==> src/rtl/airi5c_jtag_tap_ovs_pkg.sv <==
// Shared JTAG DTM definitions: TAP state encodings, IR opcodes, DMI constants and width rule.
// Build option JTAG_TAP_GLITCH_FILTER_EN is consumed by airi5c_jtag_edge_sync.
package airi5c_jtag_tap_ovs_pkg;

    // IEEE 1149.1 TAP controller states, conventional 4-bit encoding
    typedef enum logic [3:0] {
        TAP_EXIT2_DR         = 4'h0,
        TAP_EXIT1_DR         = 4'h1,
        TAP_SHIFT_DR         = 4'h2,
        TAP_PAUSE_DR         = 4'h3,
        TAP_SELECT_IR        = 4'h4,
        TAP_UPDATE_DR        = 4'h5,
        TAP_CAPTURE_DR       = 4'h6,
        TAP_SELECT_DR        = 4'h7,
        TAP_EXIT2_IR         = 4'h8,
        TAP_EXIT1_IR         = 4'h9,
        TAP_SHIFT_IR         = 4'hA,
        TAP_PAUSE_IR         = 4'hB,
        TAP_RUN_TEST_IDLE    = 4'hC,
        TAP_UPDATE_IR        = 4'hD,
        TAP_CAPTURE_IR       = 4'hE,
        TAP_TEST_LOGIC_RESET = 4'hF
    } tap_state_e;

    localparam logic [4:0] IR_IDCODE  = 5'h01;
    localparam logic [4:0] IR_DTMCS   = 5'h10;
    localparam logic [4:0] IR_DMI     = 5'h11;
    localparam logic [4:0] IR_BYPASS  = 5'h1F;
    localparam logic [4:0] IR_CAPTURE = 5'b00001;

    localparam int         DMI_DATA_W   = 32;
    localparam int         DMI_OP_W     = 2;
    localparam logic [1:0] DMI_OP_NOP   = 2'd0;
    localparam logic [1:0] DMI_OP_READ  = 2'd1;
    localparam logic [1:0] DMI_OP_WRITE = 2'd2;

    function automatic int dmi_width(input int abits);
        return abits + DMI_DATA_W + DMI_OP_W;
    endfunction

    function automatic tap_state_e tap_next(input tap_state_e s, input logic tms);
        tap_state_e n;
        case (s)
            TAP_TEST_LOGIC_RESET: n = tms ? TAP_TEST_LOGIC_RESET : TAP_RUN_TEST_IDLE;
            TAP_RUN_TEST_IDLE:    n = tms ? TAP_SELECT_DR        : TAP_RUN_TEST_IDLE;
            TAP_SELECT_DR:        n = tms ? TAP_SELECT_IR        : TAP_CAPTURE_DR;
            TAP_CAPTURE_DR:       n = tms ? TAP_EXIT1_DR         : TAP_SHIFT_DR;
            TAP_SHIFT_DR:         n = tms ? TAP_EXIT1_DR         : TAP_SHIFT_DR;
            TAP_EXIT1_DR:         n = tms ? TAP_UPDATE_DR        : TAP_PAUSE_DR;
            TAP_PAUSE_DR:         n = tms ? TAP_EXIT2_DR         : TAP_PAUSE_DR;
            TAP_EXIT2_DR:         n = tms ? TAP_UPDATE_DR        : TAP_SHIFT_DR;
            TAP_UPDATE_DR:        n = tms ? TAP_SELECT_DR        : TAP_RUN_TEST_IDLE;
            TAP_SELECT_IR:        n = tms ? TAP_TEST_LOGIC_RESET : TAP_CAPTURE_IR;
            TAP_CAPTURE_IR:       n = tms ? TAP_EXIT1_IR         : TAP_SHIFT_IR;
            TAP_SHIFT_IR:         n = tms ? TAP_EXIT1_IR         : TAP_SHIFT_IR;
            TAP_EXIT1_IR:         n = tms ? TAP_UPDATE_IR        : TAP_PAUSE_IR;
            TAP_PAUSE_IR:         n = tms ? TAP_EXIT2_IR         : TAP_PAUSE_IR;
            TAP_EXIT2_IR:         n = tms ? TAP_UPDATE_IR        : TAP_SHIFT_IR;
            TAP_UPDATE_IR:        n = tms ? TAP_SELECT_DR        : TAP_RUN_TEST_IDLE;
            default:              n = TAP_TEST_LOGIC_RESET;
        endcase
        return n;
    endfunction

endpackage

==> src/rtl/airi5c_jtag_tap_ovs_edge_sync.sv <==
// Oversampling synchroniser and tck edge detector for the JTAG pins.
// Define JTAG_TAP_GLITCH_FILTER_EN to require 2 further equal tck samples before an edge counts.
module airi5c_jtag_edge_sync (
    input  logic clk_i,
    input  logic rst_i,
    input  logic tck_i,
    input  logic tms_i,
    input  logic tdi_i,
    output logic tck_rise_o,
    output logic tck_fall_o,
    output logic tms_o,
    output logic tdi_o
);
    import airi5c_jtag_tap_ovs_pkg::*;

    logic [1:0] tck_sync_q;
    logic [1:0] tms_sync_q;
    logic [1:0] tdi_sync_q;
    logic       tck_lvl_q;
    logic       tck_lvl_d;
    logic [1:0] hold_q;
    logic [1:0] hold_d;
    logic       tck_stable_s;
    logic       tck_edge_s;

    // Two-flop synchronisers on all three pins
    always_ff @(posedge clk_i or posedge rst_i) begin
        if (rst_i) begin
            tck_sync_q <= 2'b00;
            tms_sync_q <= 2'b00;
            tdi_sync_q <= 2'b00;
        end else begin
            tck_sync_q <= {tck_sync_q[0], tck_i};
            tms_sync_q <= {tms_sync_q[0], tms_i};
            tdi_sync_q <= {tdi_sync_q[0], tdi_i};
        end
    end

`ifdef JTAG_TAP_GLITCH_FILTER_EN
    logic [1:0] tck_hist_q;
    logic [1:0] tms_hist_q;
    logic [1:0] tdi_hist_q;

    // History stage: tms/tdi are delayed alongside tck so they stay aligned with the filtered edge
    always_ff @(posedge clk_i or posedge rst_i) begin
        if (rst_i) begin
            tck_hist_q <= 2'b00;
            tms_hist_q <= 2'b00;
            tdi_hist_q <= 2'b00;
        end else begin
            tck_hist_q <= {tck_hist_q[0], tck_sync_q[1]};
            tms_hist_q <= {tms_hist_q[0], tms_sync_q[1]};
            tdi_hist_q <= {tdi_hist_q[0], tdi_sync_q[1]};
        end
    end

    assign tck_stable_s = (tck_sync_q[1] == tck_hist_q[0]) && (tck_hist_q[0] == tck_hist_q[1]);
    assign tms_o        = tms_hist_q[1];
    assign tdi_o        = tdi_hist_q[1];
`else
    assign tck_stable_s = 1'b1;
    assign tms_o        = tms_sync_q[1];
    assign tdi_o        = tdi_sync_q[1];
`endif

    // Edge detection against the last accepted level; hold-off blanks the next two cycles
    always_comb begin
        tck_edge_s = 1'b0;
        tck_lvl_d  = tck_lvl_q;
        hold_d     = hold_q;
        if (tck_stable_s && (tck_sync_q[1] != tck_lvl_q) && (hold_q == 2'd0)) begin
            tck_edge_s = 1'b1;
            tck_lvl_d  = tck_sync_q[1];
            hold_d     = 2'd2;
        end else if (hold_q != 2'd0) begin
            hold_d = hold_q - 2'd1;
        end else begin
            hold_d = hold_q;
        end
    end

    // Accepted tck level and hold-off counter
    always_ff @(posedge clk_i or posedge rst_i) begin
        if (rst_i) begin
            tck_lvl_q <= 1'b0;
            hold_q    <= 2'd0;
        end else begin
            tck_lvl_q <= tck_lvl_d;
            hold_q    <= hold_d;
        end
    end

    assign tck_rise_o = tck_edge_s & tck_sync_q[1];
    assign tck_fall_o = tck_edge_s & ~tck_sync_q[1];

endmodule

==> src/rtl/airi5c_jtag_tap_ovs.sv <==
// Oversampled JTAG TAP / DTM front end: TAP FSM, IR, IDCODE/DTMCS/DMI/BYPASS data registers.
// Build option JTAG_TAP_GLITCH_FILTER_EN selects the filtered tck edge detector.
module airi5c_jtag_tap_ovs
    import airi5c_jtag_tap_ovs_pkg::*;
#(
    parameter logic [31:0] IDCODE = 32'h1000_0001,
    parameter int          ABITS  = 7
) (
    input  logic              CLK,
    input  logic              RESET,
    input  logic              tck,
    input  logic              tms,
    input  logic              tdi,
    output logic              tdo,
    input  logic [ABITS+33:0] dmi_capture,
    output logic              dmi_update,
    output logic [ABITS+33:0] dmi_data,
    input  logic [31:0]       dtmcs_capture,
    output logic              dtmcs_update,
    output logic [31:0]       dtmcs_data,
    output logic [3:0]        tap_state
);
    localparam int W = dmi_width(ABITS);

    logic         tck_rise_s;
    logic         tck_fall_s;
    logic         tms_s;
    logic         tdi_s;

    tap_state_e   tap_state_q;
    tap_state_e   tap_state_d;
    logic [4:0]   ir_q;
    logic [4:0]   ir_d;
    logic [4:0]   ir_sr_q;
    logic [4:0]   ir_sr_d;
    logic [W-1:0] dr_sr_q;
    logic [W-1:0] dr_sr_d;
    logic         tdo_q;
    logic         tdo_d;
    logic         dmi_update_q;
    logic         dmi_update_d;
    logic [W-1:0] dmi_data_q;
    logic [W-1:0] dmi_data_d;
    logic         dtmcs_update_q;
    logic         dtmcs_update_d;
    logic [31:0]  dtmcs_data_q;
    logic [31:0]  dtmcs_data_d;

    airi5c_jtag_edge_sync u_edge_sync (
        .clk_i      (CLK),
        .rst_i      (RESET),
        .tck_i      (tck),
        .tms_i      (tms),
        .tdi_i      (tdi),
        .tck_rise_o (tck_rise_s),
        .tck_fall_o (tck_fall_s),
        .tms_o      (tms_s),
        .tdi_o      (tdi_s)
    );

    // TAP next state and register actions, evaluated once per accepted tck edge
    always_comb begin
        tap_state_d    = tap_state_q;
        ir_d           = ir_q;
        ir_sr_d        = ir_sr_q;
        dr_sr_d        = dr_sr_q;
        tdo_d          = tdo_q;
        dmi_update_d   = 1'b0;
        dmi_data_d     = dmi_data_q;
        dtmcs_update_d = 1'b0;
        dtmcs_data_d   = dtmcs_data_q;

        if (tck_rise_s) begin
            tap_state_d = tap_next(tap_state_q, tms_s);
            case (tap_state_q)
                TAP_TEST_LOGIC_RESET, TAP_SELECT_IR: begin
                    if (tms_s) begin
                        ir_d = IR_IDCODE;
                    end else begin
                        ir_d = ir_q;
                    end
                end
                TAP_CAPTURE_DR: begin
                    case (ir_q)
                        IR_IDCODE: dr_sr_d = {{(W-32){1'b0}}, IDCODE};
                        IR_DTMCS:  dr_sr_d = {{(W-32){1'b0}}, dtmcs_capture};
                        IR_DMI:    dr_sr_d = dmi_capture;
                        default:   dr_sr_d = {W{1'b0}};
                    endcase
                end
                TAP_SHIFT_DR: begin
                    // tdi enters at the MSB of whichever register length is selected
                    case (ir_q)
                        IR_IDCODE, IR_DTMCS: dr_sr_d = {{(W-32){1'b0}}, tdi_s, dr_sr_q[31:1]};
                        IR_DMI:              dr_sr_d = {tdi_s, dr_sr_q[W-1:1]};
                        default:             dr_sr_d = {{(W-1){1'b0}}, tdi_s};
                    endcase
                end
                TAP_EXIT1_DR, TAP_EXIT2_DR: begin
                    if (tms_s) begin
                        case (ir_q)
                            IR_DTMCS: begin
                                dtmcs_data_d   = dr_sr_q[31:0];
                                dtmcs_update_d = 1'b1;
                            end
                            IR_DMI: begin
                                dmi_data_d   = dr_sr_q;
                                dmi_update_d = 1'b1;
                            end
                            default: begin
                                dmi_update_d   = 1'b0;
                                dtmcs_update_d = 1'b0;
                            end
                        endcase
                    end else begin
                        dmi_update_d   = 1'b0;
                        dtmcs_update_d = 1'b0;
                    end
                end
                TAP_CAPTURE_IR: ir_sr_d = IR_CAPTURE;
                TAP_SHIFT_IR:   ir_sr_d = {tdi_s, ir_sr_q[4:1]};
                TAP_EXIT1_IR, TAP_EXIT2_IR: begin
                    if (tms_s) begin
                        ir_d = ir_sr_q;
                    end else begin
                        ir_d = ir_q;
                    end
                end
                default: tap_state_d = tap_next(tap_state_q, tms_s);
            endcase
        end else if (tck_fall_s) begin
            case (tap_state_q)
                TAP_SHIFT_DR: tdo_d = dr_sr_q[0];
                TAP_SHIFT_IR: tdo_d = ir_sr_q[0];
                default:      tdo_d = tdo_q;
            endcase
        end else begin
            tdo_d = tdo_q;
        end
    end

    // State and data registers
    always_ff @(posedge CLK or posedge RESET) begin
        if (RESET) begin
            tap_state_q    <= TAP_TEST_LOGIC_RESET;
            ir_q           <= IR_IDCODE;
            ir_sr_q        <= 5'h00;
            dr_sr_q        <= {W{1'b0}};
            tdo_q          <= 1'b0;
            dmi_update_q   <= 1'b0;
            dmi_data_q     <= {W{1'b0}};
            dtmcs_update_q <= 1'b0;
            dtmcs_data_q   <= 32'h0000_0000;
        end else begin
            tap_state_q    <= tap_state_d;
            ir_q           <= ir_d;
            ir_sr_q        <= ir_sr_d;
            dr_sr_q        <= dr_sr_d;
            tdo_q          <= tdo_d;
            dmi_update_q   <= dmi_update_d;
            dmi_data_q     <= dmi_data_d;
            dtmcs_update_q <= dtmcs_update_d;
            dtmcs_data_q   <= dtmcs_data_d;
        end
    end

    assign tdo          = tdo_q;
    assign dmi_update   = dmi_update_q;
    assign dmi_data     = dmi_data_q;
    assign dtmcs_update = dtmcs_update_q;
    assign dtmcs_data   = dtmcs_data_q;
    assign tap_state    = tap_state_q;

endmodule

==> config.mk <==
export PLATFORM = sky130hd
export DESIGN_NAME = airi5c_jtag_tap_ovs
export DESIGN_NICKNAME = d
export VERILOG_FILES = /design/src/rtl/airi5c_jtag_tap_ovs_pkg.sv /design/src/rtl/airi5c_jtag_tap_ovs_edge_sync.sv /design/src/rtl/airi5c_jtag_tap_ovs.sv
export SDC_FILE = /design/constraint.sdc
export NUM_CORES = 1
export LEC_CHECK = 0
export ABC_AREA = 1
export CORE_MARGIN = 2
export CORE_UTILIZATION = 50
export DETAILED_ROUTE_END_ITERATION = 8
export MAX_ROUTING_LAYER = met4
export PLACE_DENSITY = 0.81
export SLEW_MARGIN = 10
export SYNTH_ARGS = -nofsm -noshare
export SYNTH_HDL_FRONTEND = slang
export SYNTH_HIERARCHICAL = 1
export SYNTH_SLANG_ARGS = --single-unit
==> constraint.sdc <==
create_clock -name CLK -period 4.75 [get_ports CLK]
set_input_delay 0.95 -clock CLK [delete_from_list [all_inputs] [get_ports CLK]]
set_output_delay 0.95 -clock CLK [all_outputs]
set_load 0.005 [all_outputs]
==> impl_metrics.env, run 1 <==
export IMPL_vdd_drop_max_mv=0.439
export IMPL_final_cells=1083
export IMPL_drive_gt1_share_pct=9.77
export IMPL_drcViolationCount=0
export IMPL_cp_data_required_time_ps=5040
export IMPL_die_y_um=118
export IMPL_clk_path_buf_depth=2
export IMPL_fin_crit_ps=2670
export IMPL_routed_wl_um=15900
export IMPL_cts_sinks=140
export IMPL_maxCapViolCount=0
export IMPL_insertion_delay_ps=420
export IMPL_syn_area_um2=6470
export IMPL_area_delta_synth_final_pct=32.2
export IMPL_final_setup_viol_count=0
export IMPL_root_buffer="clkbuf_16"
export IMPL_post_drt_wl_per_cell_um=14.7
export IMPL_dieArea_um2=13900
export IMPL_syn_inst=758
export IMPL_core_area_um2=12600
export IMPL_grt_max_degree=84
export IMPL_ant_nets=0
export IMPL_gp_congestion=0.898
export IMPL_cp_common_cell="inv_2"
export IMPL_port_buffers=157
export IMPL_grt_pass1_vias=5274
export IMPL_ys_seq_area_share_pct=54.3
export IMPL_arrival_ps=2950
export IMPL_max_stage_delay_ps=810
export IMPL_fin_skew_ps=6.04
export IMPL_cp_start_kind="flop"
export IMPL_post_cts_resized=0
export IMPL_worst_path_max_delay_cell="inv_2"
export IMPL_overflow=0
export IMPL_start_util_pct=51.3
export IMPL_hold_buffers=0
export IMPL_finalMaxSlewViolations=0
export IMPL_leakagePower_uw=0.00403
export IMPL_antennaDiodeCount=0
export IMPL_via_count=5467
export IMPL_synthDominantCellAreaShare_pct=52.2
export IMPL_cts_setup_buffers=0
export IMPL_track_usage_pct=24.4
export IMPL_finalHoldViolCount=0
export IMPL_max_freq_mhz=375
export IMPL_dp_slack_ps=2130
export IMPL_antenna_found_initial=0
export IMPL_grt_setup_unrepaired="no"
export IMPL_worstMarginPinSlew_ps=841
export IMPL_synth_seq_cells=140
export IMPL_placementRows=41
export IMPL_path_clk_slew_ps=60
export IMPL_io_pins=158
export IMPL_vias_per_cell=5.05
export IMPL_dp_hpwl_um=10700
export IMPL_cts_buffers=17
export IMPL_synth_area_leaders="dfrtp_1, nand2_1, nand3_1"
export IMPL_synth_nets=837
export IMPL_postSynthAreaPerCell_um2=8.53
export IMPL_nets=977
export IMPL_cts_htree_levels=4
export IMPL_holdCritPathClass="flop to flop"
export IMPL_critical_path_max_fanout=48
export IMPL_grt_pass1_wl_um=26300
export IMPL_fp_dieW_um=118
export IMPL_post_route_period_util_pct=56.1
export IMPL_max_slew_margin_pct=43.9
export IMPL_status="completed"
export IMPL_dp_cells=1051
export IMPL_setup_ws_ps=2080
export IMPL_cts_tree="yes"
export IMPL_tns_ps=0
export IMPL_yosys_warnings=6
export IMPL_path_class="flop to flop"
export IMPL_path_cells="inv_2 -> nor2_4 -> nand2_2 -> inv_2 -> nand2_1 -> o211ai_1 -> o21ai_0"
export IMPL_detail_route_iter0_violations=463
export IMPL_drtPass1Iterations=6
export IMPL_power_density_nw_per_um2=435
export IMPL_worstSetupEndpointType="flop"
export IMPL_synthDistinctLibCells=33
export IMPL_crit_family="buffers and inverters"
export IMPL_synth_top_cell_by_area="dfrtp_1"
export IMPL_worst_path_buf_inv=2
[cells in the mapped netlist (all sizes together)]
cell,count
nor2,26
a22oi,1
inv,75
clkbuf,6
a21oi,7
nand3,70
o21ai,91
a211oi,1
buf,34
o22ai,5
dfstp,5
nand4,6
o211ai,11
nor3,6
o21bai,1
dfrtp,135
nand2,276
ha,1
o31ai,1
[state kept, by name, summed over array words and instances, names as in the netlist, 2 cells and up]
name / flops
dmi_data: 41
dr_sr_q: 41
dtmcs_data: 32
ir_q: 5
ir_sr_q: 5
tap_state: 4
u_edge_sync/hold_q: 2
u_edge_sync/tck_sync_q: 2
u_edge_sync/tdi_sync_q: 2
u_edge_sync/tms_sync_q: 2
[final cells by class]
class                      instances  area, um^2
fill                            1030        4070
multi-input combinational        503        2390
clock inverter                    14         105
sequential                       140        3510
inverter                          75         284
timing repair buffer             161        1610
clock buffer                      18         429
tap                              172         215
[report_power, final]
part	leakage (uW)	internal [uW]	switching, uW
logic	0.00196	330	603
registers	0.00181	1440	148
clock network	0.000261	708	490
total	0.00403	2480	1240
[metrics by stage]
step                power, uW  hold WS, ps  instance area (um^2)  utilization [%]
floorplan                2260          331                  6470                -
global placement         2500          333                  8020             63.5
detailed placement       2530          335                  8020             63.5
CTS                      3740          347                  8550             67.8
global route             3960          351                  8550             67.8
finish                   3720          346                  8550             67.8
[cell usage in the layout (no fill, tap or decap), types with 3 or more instances in the layout]
cell	instances
a21oi_1	6
clkinv_2	9
clkbuf_16	17
nand2_2	6
clkinvlp_4	4
nand2_1	269
dfrtp_1	135
o21ai_1	44
buf_4	3
nand4_1	6
nor2_4	7
clkdlybuf4s50_1	157
o211ai_1	11
inv_2	6
nor3_1	4
inv_1	68
nor2_1	18
nand3_1	69
o21ai_2	23
o22ai_1	5
dfstp_2	5
o21ai_0	24
[worst paths after layout]
check / startpoint / endpoint / slack, ps / cells past startpoint
setup / recovery: tap_state[1] / dr_sr_q[33] / 2080 / 7
hold / removal: u_edge_sync/tms_sync_q[0] / u_edge_sync/tms_sync_q[1] / 350 / 0
setup reg to reg: tap_state[1] / dr_sr_q[33] / 2080 / 7
hold reg to reg: u_edge_sync/tms_sync_q[0] / u_edge_sync/tms_sync_q[1] / 350 / 0
max in group asynchronous: RESET / dtmcs_data[23] / 2890 / 3
min in group asynchronous: RESET / u_edge_sync/tck_sync_q[1] / 870 / 2
[per-layer routing]
layer / vias up / track usage, % / wire, um / share of wire (%)
met5: - / - / 0 / 0
met4: 0 / 9.19 / 252 / 1.6
met3: 20 / 6.01 / 922 / 5.8
met2: 160 / 37.3 / 7700 / 48
met1: 2572 / 31.8 / 7030 / 44
li1: 2715 / - / - / -
[kinds of logic after synthesis]
kind of cell             after synthesis  synth area share, %
buffers and inverters                115                 8.80
adder cells (fa/ha/maj)                1                0.193
AO/OA/AOI/OAI                        118                 11.2
AND/OR/NAND/NOR                      384                 25.6
flip-flops                           140                 54.3
[worst register-to-register path, stage by stage, from the launching register on]
cell      delay (ps)
dfstp_2          650
inv_2            100
nor2_4           120
nand2_2          430
inv_2            810
nand2_1          170
o211ai_1         140
o21ai_0          120
(Power assumes the default switching activity.)
==> run 2, diff against run 1 <==
==> constraint.sdc (replaced) <==
create_clock -name CLK -period 2.8 [get_ports CLK]
set_input_delay 0.56 -clock CLK [delete_from_list [all_inputs] [get_ports CLK]]
set_output_delay 0.56 -clock CLK [all_outputs]
set_load 0.005 [all_outputs]
==> run 2 against run 1 <==
Effect of this change: count of clock-buffer cells in the layout rose by 8; sequential cell count did not move; via count rose by 1.3%; non-clock buffer count rose by 5; final cell count rose by 0.46%; wire length rose by 2.6%; cell area rose by 1.5%; largest cell class unchanged.
==> impl_metrics.env, run 2 (synthesized netlist as in run 1, its figures left out) <==
export IMPL_power_density_nw_per_um2=760
export IMPL_hold_buffers=0
export IMPL_cts_buffers=17
export IMPL_drtPass1Iterations=5
export IMPL_cp_data_required_time_ps=3110
export IMPL_path_clk_slew_ps=60
export IMPL_insertion_delay_ps=420
export IMPL_start_util_pct=51.3
export IMPL_maxCapViolCount=0
export IMPL_tns_ps=0
export IMPL_nets=982
export IMPL_cts_tree="yes"
export IMPL_area_delta_synth_final_pct=34.2
export IMPL_status="completed"
export IMPL_worst_path_max_delay_cell="dfrtp_1"
export IMPL_whs_endpoint="u_edge_sync/tms_sync_q[1]"
export IMPL_critical_path_max_fanout=18
export IMPL_drive_gt1_share_pct=10.2
export IMPL_r2r_start="u_edge_sync/hold_q[0]"
export IMPL_fin_crit_ps=2250
export IMPL_track_usage_pct=25.1
export IMPL_gp_congestion=0.952
export IMPL_r2r_end="dr_sr_q[31]"
export IMPL_path_cells="inv_1 -> ha_1 -> inv_2 -> nor2_4 -> nand3_4 -> buf_4 -> inv_1 -> nand3_1 -> nor2_1 -> nor2_1"
export IMPL_leakagePower_uw=0.00410
export IMPL_cts_htree_levels=4
export IMPL_cp_start_kind="flop"
export IMPL_io_pins=158
export IMPL_core_area_um2=12600
export IMPL_hold_depth=0
export IMPL_worstMarginPinSlew_ps=840
export IMPL_dpl_cell_area_um2=8070
export IMPL_arrival_ps=2570
export IMPL_grt_max_degree=132
export IMPL_fin_skew_ps=9.07
export IMPL_post_drt_wl_per_cell_um=15.0
export IMPL_clk_path_buf_depth=2
export IMPL_max_stage_delay_ps=380
export IMPL_grt_pass1_vias=5412
export IMPL_final_cells=1088
export IMPL_fillers=990
export IMPL_post_cts_resized=0
export IMPL_grt_pass1_wl_um=27000
export IMPL_layout_common_cells="nand2_1, clkdlybuf4s50_1, dfrtp_1"
export IMPL_via_count=5538
export IMPL_layout_commonest_cell="nand2_1"
export IMPL_antennaDiodeCount=0
export IMPL_vias_per_cell=5.09
export IMPL_use_met3_pct=6.98
export IMPL_busiest_layer="met2"
export IMPL_routed_wl_um=16300
export IMPL_met1_usage_pct=30.9
export IMPL_max_freq_mhz=444
export IMPL_dp_hpwl_um=10800
export IMPL_fp_dieW_um=118
export IMPL_die_y_um=118
export IMPL_max_slew_margin_pct=44.0
export IMPL_cts_setup_buffers=0
export IMPL_ant_nets=0
export IMPL_overflow=0
export IMPL_design_area_um2=8680
export IMPL_vdd_drop_max_mv=0.523
export IMPL_dp_cells=1056
export IMPL_antenna_found_initial=0
export IMPL_drcViolationCount=0
export IMPL_dieArea_um2=13900
export IMPL_hp_start="u_edge_sync/tms_sync_q[0]"
export IMPL_detail_route_iter0_violations=347
export IMPL_path_class="flop to flop"
export IMPL_placementRows=41
export IMPL_post_route_period_util_pct=80.4
export IMPL_worst_path_buf_inv=4
export IMPL_crit_family="buffers and inverters"
export IMPL_path_depth=10
export IMPL_finalMaxSlewViolations=0
export IMPL_r2r_setup_slack_ps=550
export IMPL_root_buffer="clkbuf_16"
export IMPL_final_setup_viol_count=0
export IMPL_ff2ff_path_depth=10
export IMPL_port_buffers=157
export IMPL_grt_util_met2_pct=40.6
export IMPL_worstSetupEndpointType="flop"
export IMPL_holdCritPathClass="flop to flop"
export IMPL_cts_sinks=140
export IMPL_finalHoldViolCount=0
export IMPL_grt_setup_unrepaired="no"
==> run 2: changes by cell type in the layout (fill, tap and decap cells not counted), sizes merged <==
cell	delta
buf	+5
bufinv	+1
clkbuf	+8
clkinv	-5
clkinvlp	-3
inv	-1
==> run 2: worst max path at each step <==
| stage | start | endpoint | slack, ps |
|---|---|---|---|
| after floorplan | RESET | dmi_data[0] | 620 |
| after global placement | u_edge_sync/hold_q[0] | dr_sr_q[31] | 620 |
| after detailed placement | u_edge_sync/hold_q[0] | dr_sr_q[31] | 550 |
| after CTS | u_edge_sync/hold_q[0] | dmi_data[22] | 550 |
| after global routing | u_edge_sync/hold_q[0] | dr_sr_q[31] | 320 |
| final | u_edge_sync/hold_q[0] | dr_sr_q[31] | 550 |
==> run 2: stage by stage <==
stage / setup WS (ps) / hold WS (ps) / total power (uW) / utilization [%]
floorplan: 621 / 331 / 3830 / -
global placement: 621 / 332 / 4270 / 63.9
detailed placement: 553 / 339 / 4310 / 63.9
CTS: 552 / 351 / 6620 / 68.8
global route: 320 / 365 / 7000 / 68.8
finish: 549 / 349 / 6600 / 68.8
==> run 2: metal layers <==
layer	part of all wire [%]	vias up	wire, um
met2	50	179	8090
met4	1.5	0	239
li1	-	2719	-
met5	0	-	0
met1	43	2622	6970
met3	6.2	18	1010
==> run 2: final cells by class <==
class | instances | area [um^2] | area share [%]
clock buffer | 26 | 529 | 6.10
clock inverter | 6 | 80.1 | 0.923
sequential | 140 | 3510 | 40.4
inverter | 75 | 285 | 3.29
multi-input combinational | 503 | 2390 | 27.6
tap | 172 | 215 | 2.48
timing repair buffer | 166 | 1660 | 19.2
==> run 2: power breakdown <==
part	internal, uW	switching (uW)
logic	570	1040
registers	2440	268
clock network	1470	808
total	4480	2110
==> run 3, diff against run 2 <==
==> constraint.sdc (replaced) <==
create_clock -name CLK -period 2.3 [get_ports CLK]
set_input_delay 0.46 -clock CLK [delete_from_list [all_inputs] [get_ports CLK]]
set_output_delay 0.46 -clock CLK [all_outputs]
set_load 0.005 [all_outputs]
==> run 3 against run 2 <==
Effect of this change: clock power is 12% higher; hold slack worse by 2.6 ps; final cell count is 0.74% higher; count of clock-buffer cells in the layout shrank 1; largest power group unchanged.
==> impl_metrics.env, run 3 (synthesized netlist as in run 1, its figures left out) <==
export IMPL_status="completed"
export IMPL_post_cts_resized=0
export IMPL_power_density_nw_per_um2=902
export IMPL_grt_setup_unrepaired="no"
export IMPL_path_depth=1
export IMPL_antennaDiodeCount=0
export IMPL_path_cells="clkdlybuf4s50_1"
export IMPL_cts_tree="yes"
export IMPL_via_count=5702
export IMPL_dp_slack_ps=291
export IMPL_vdd_drop_max_mv=0.866
export IMPL_ant_nets=0
export IMPL_overflow=0
export IMPL_worstSetupEndpointType="output pin"
export IMPL_area_delta_synth_final_pct=34.9
export IMPL_hold_buffers=0
export IMPL_grt_max_degree=72
export IMPL_cp_start_kind="flop"
export IMPL_core_area_um2=12600
export IMPL_drcViolationCount=0
export IMPL_root_buffer="clkbuf_16"
export IMPL_holdCritPathClass="input pin to asynchronous set/reset pin"
export IMPL_grt_pass1_wl_um=27700
export IMPL_gp_congestion=0.876
export IMPL_start_util_pct=51.3
export IMPL_drive_gt1_share_pct=10.7
export IMPL_final_setup_viol_count=0
export IMPL_maxCapViolCount=0
export IMPL_design_area_um2=8720
export IMPL_port_buffers=157
export IMPL_detail_route_iter0_violations=385
export IMPL_fp_dieW_um=118
export IMPL_path_class="flop to output pin"
export IMPL_track_usage_pct=25.8
export IMPL_ff2ff_path_depth=9
export IMPL_finalHoldViolCount=0
export IMPL_max_stage_delay_ps=660
export IMPL_dp_hpwl_um=11800
export IMPL_routed_wl_um=16600
export IMPL_fin_skew_ps=5.36
export IMPL_max_slew_margin_pct=70.6
export IMPL_leakagePower_uw=0.00412
export IMPL_arrival_ps=1640
export IMPL_critical_path_max_fanout=10
export IMPL_nets=990
export IMPL_dieArea_um2=13900
export IMPL_placementRows=41
export IMPL_layout_common_cells="nand2_1, clkdlybuf4s50_1, dfrtp_1"
export IMPL_worst_path_max_delay_cell="dfstp_2"
export IMPL_clk_path_buf_depth=2
export IMPL_cts_sinks=140
export IMPL_layout_commonest_cell="nand2_1"
export IMPL_drtPass1Iterations=5
export IMPL_post_route_period_util_pct=91.3
export IMPL_cts_buffers=17
export IMPL_fin_crit_ps=2100
export IMPL_grt_pass1_vias=5596
export IMPL_cp_data_required_time_ps=1840
export IMPL_finalMaxSlewViolations=0
export IMPL_antenna_found_initial=0
export IMPL_io_pins=158
export IMPL_die_y_um=118
export IMPL_tns_ps=0
export IMPL_cts_htree_levels=4
export IMPL_cts_setup_buffers=0
export IMPL_worst_path_buf_inv=1
export IMPL_post_drt_wl_per_cell_um=15.2
export IMPL_vias_per_cell=5.20
export IMPL_insertion_delay_ps=420
export IMPL_crit_family="flip-flops"
export IMPL_worstMarginPinSlew_ps=441
export IMPL_path_clk_slew_ps=50
export IMPL_setup_ws_ps=201
export IMPL_max_freq_mhz=476
export IMPL_dpl_cell_area_um2=8170
-- run 3: changes by cell type in the layout (fill, tap and decap cells not counted), sizes merged --
cell	change
buf	+8
bufinv	-1
clkbuf	-1
clkinv	+1
clkinvlp	+1
-- run 3: per-layer routing --
metal	up-vias	global-route usage (%)	part of all wire, %
met3	28	6.25	6.0
met1	2717	32.4	43
met4	0	10.5	2.2
met2	211	40.4	49
met5	-	-	0
li1	2746	-	-
-- run 3: path summary, 6_finish.rpt --
check	startpoint	to	slack (ps)
hold reg to reg	u_edge_sync/tck_sync_q[0]	u_edge_sync/tck_sync_q[1]	350
setup reg to reg	u_edge_sync/hold_q[0]	dr_sr_q[39]	270
min in group CLK	u_edge_sync/tck_sync_q[0]	u_edge_sync/tck_sync_q[1]	350
max in group asynchronous	RESET	dmi_data[27]	1320
hold / removal	RESET	ir_sr_q[3]	350
setup / recovery	tap_state[3]	tap_state[3]	200
-- run 3: area by class of cell --
type	instances	area, um^2
clock inverter	7	62.6
tap	172	215
fill	991	3890
inverter	75	285
sequential	140	3510
multi-input combinational	503	2390
timing repair buffer	174	1760
clock buffer	25	495
-- run 3: worst reg2reg max path, cell delays in order, from the launching register on --
cell and delay, ps:
dfrtp_1 370, inv_1 80, ha_1 230, inv_2 80
nor2_4 120, buf_4 170, nand3_4 240, nor3_4 400
o211ai_1 140, o21ai_0 110
-- run 3: per-stage QoR --
stage / util [%] / instances / hold WS (ps) / power, uW
final: 69.1 / 1096 / 346 / 7870
after global routing: 69.1 / 1096 / 355 / 8340
after CTS: 69.1 / 1096 / 344 / 7900
after detailed placement: 64.7 / 1064 / 337 / 5310
after global placement: 64.7 / 1064 / 333 / 5250
after floorplan: - / 758 / 288 / 4660
-- run 3: where the power goes --
group          switching (uW)  internal (uW)  total, uW
sequential                339           2970       3310
clock                     963           1590       2550
combinational            1290            711       2010
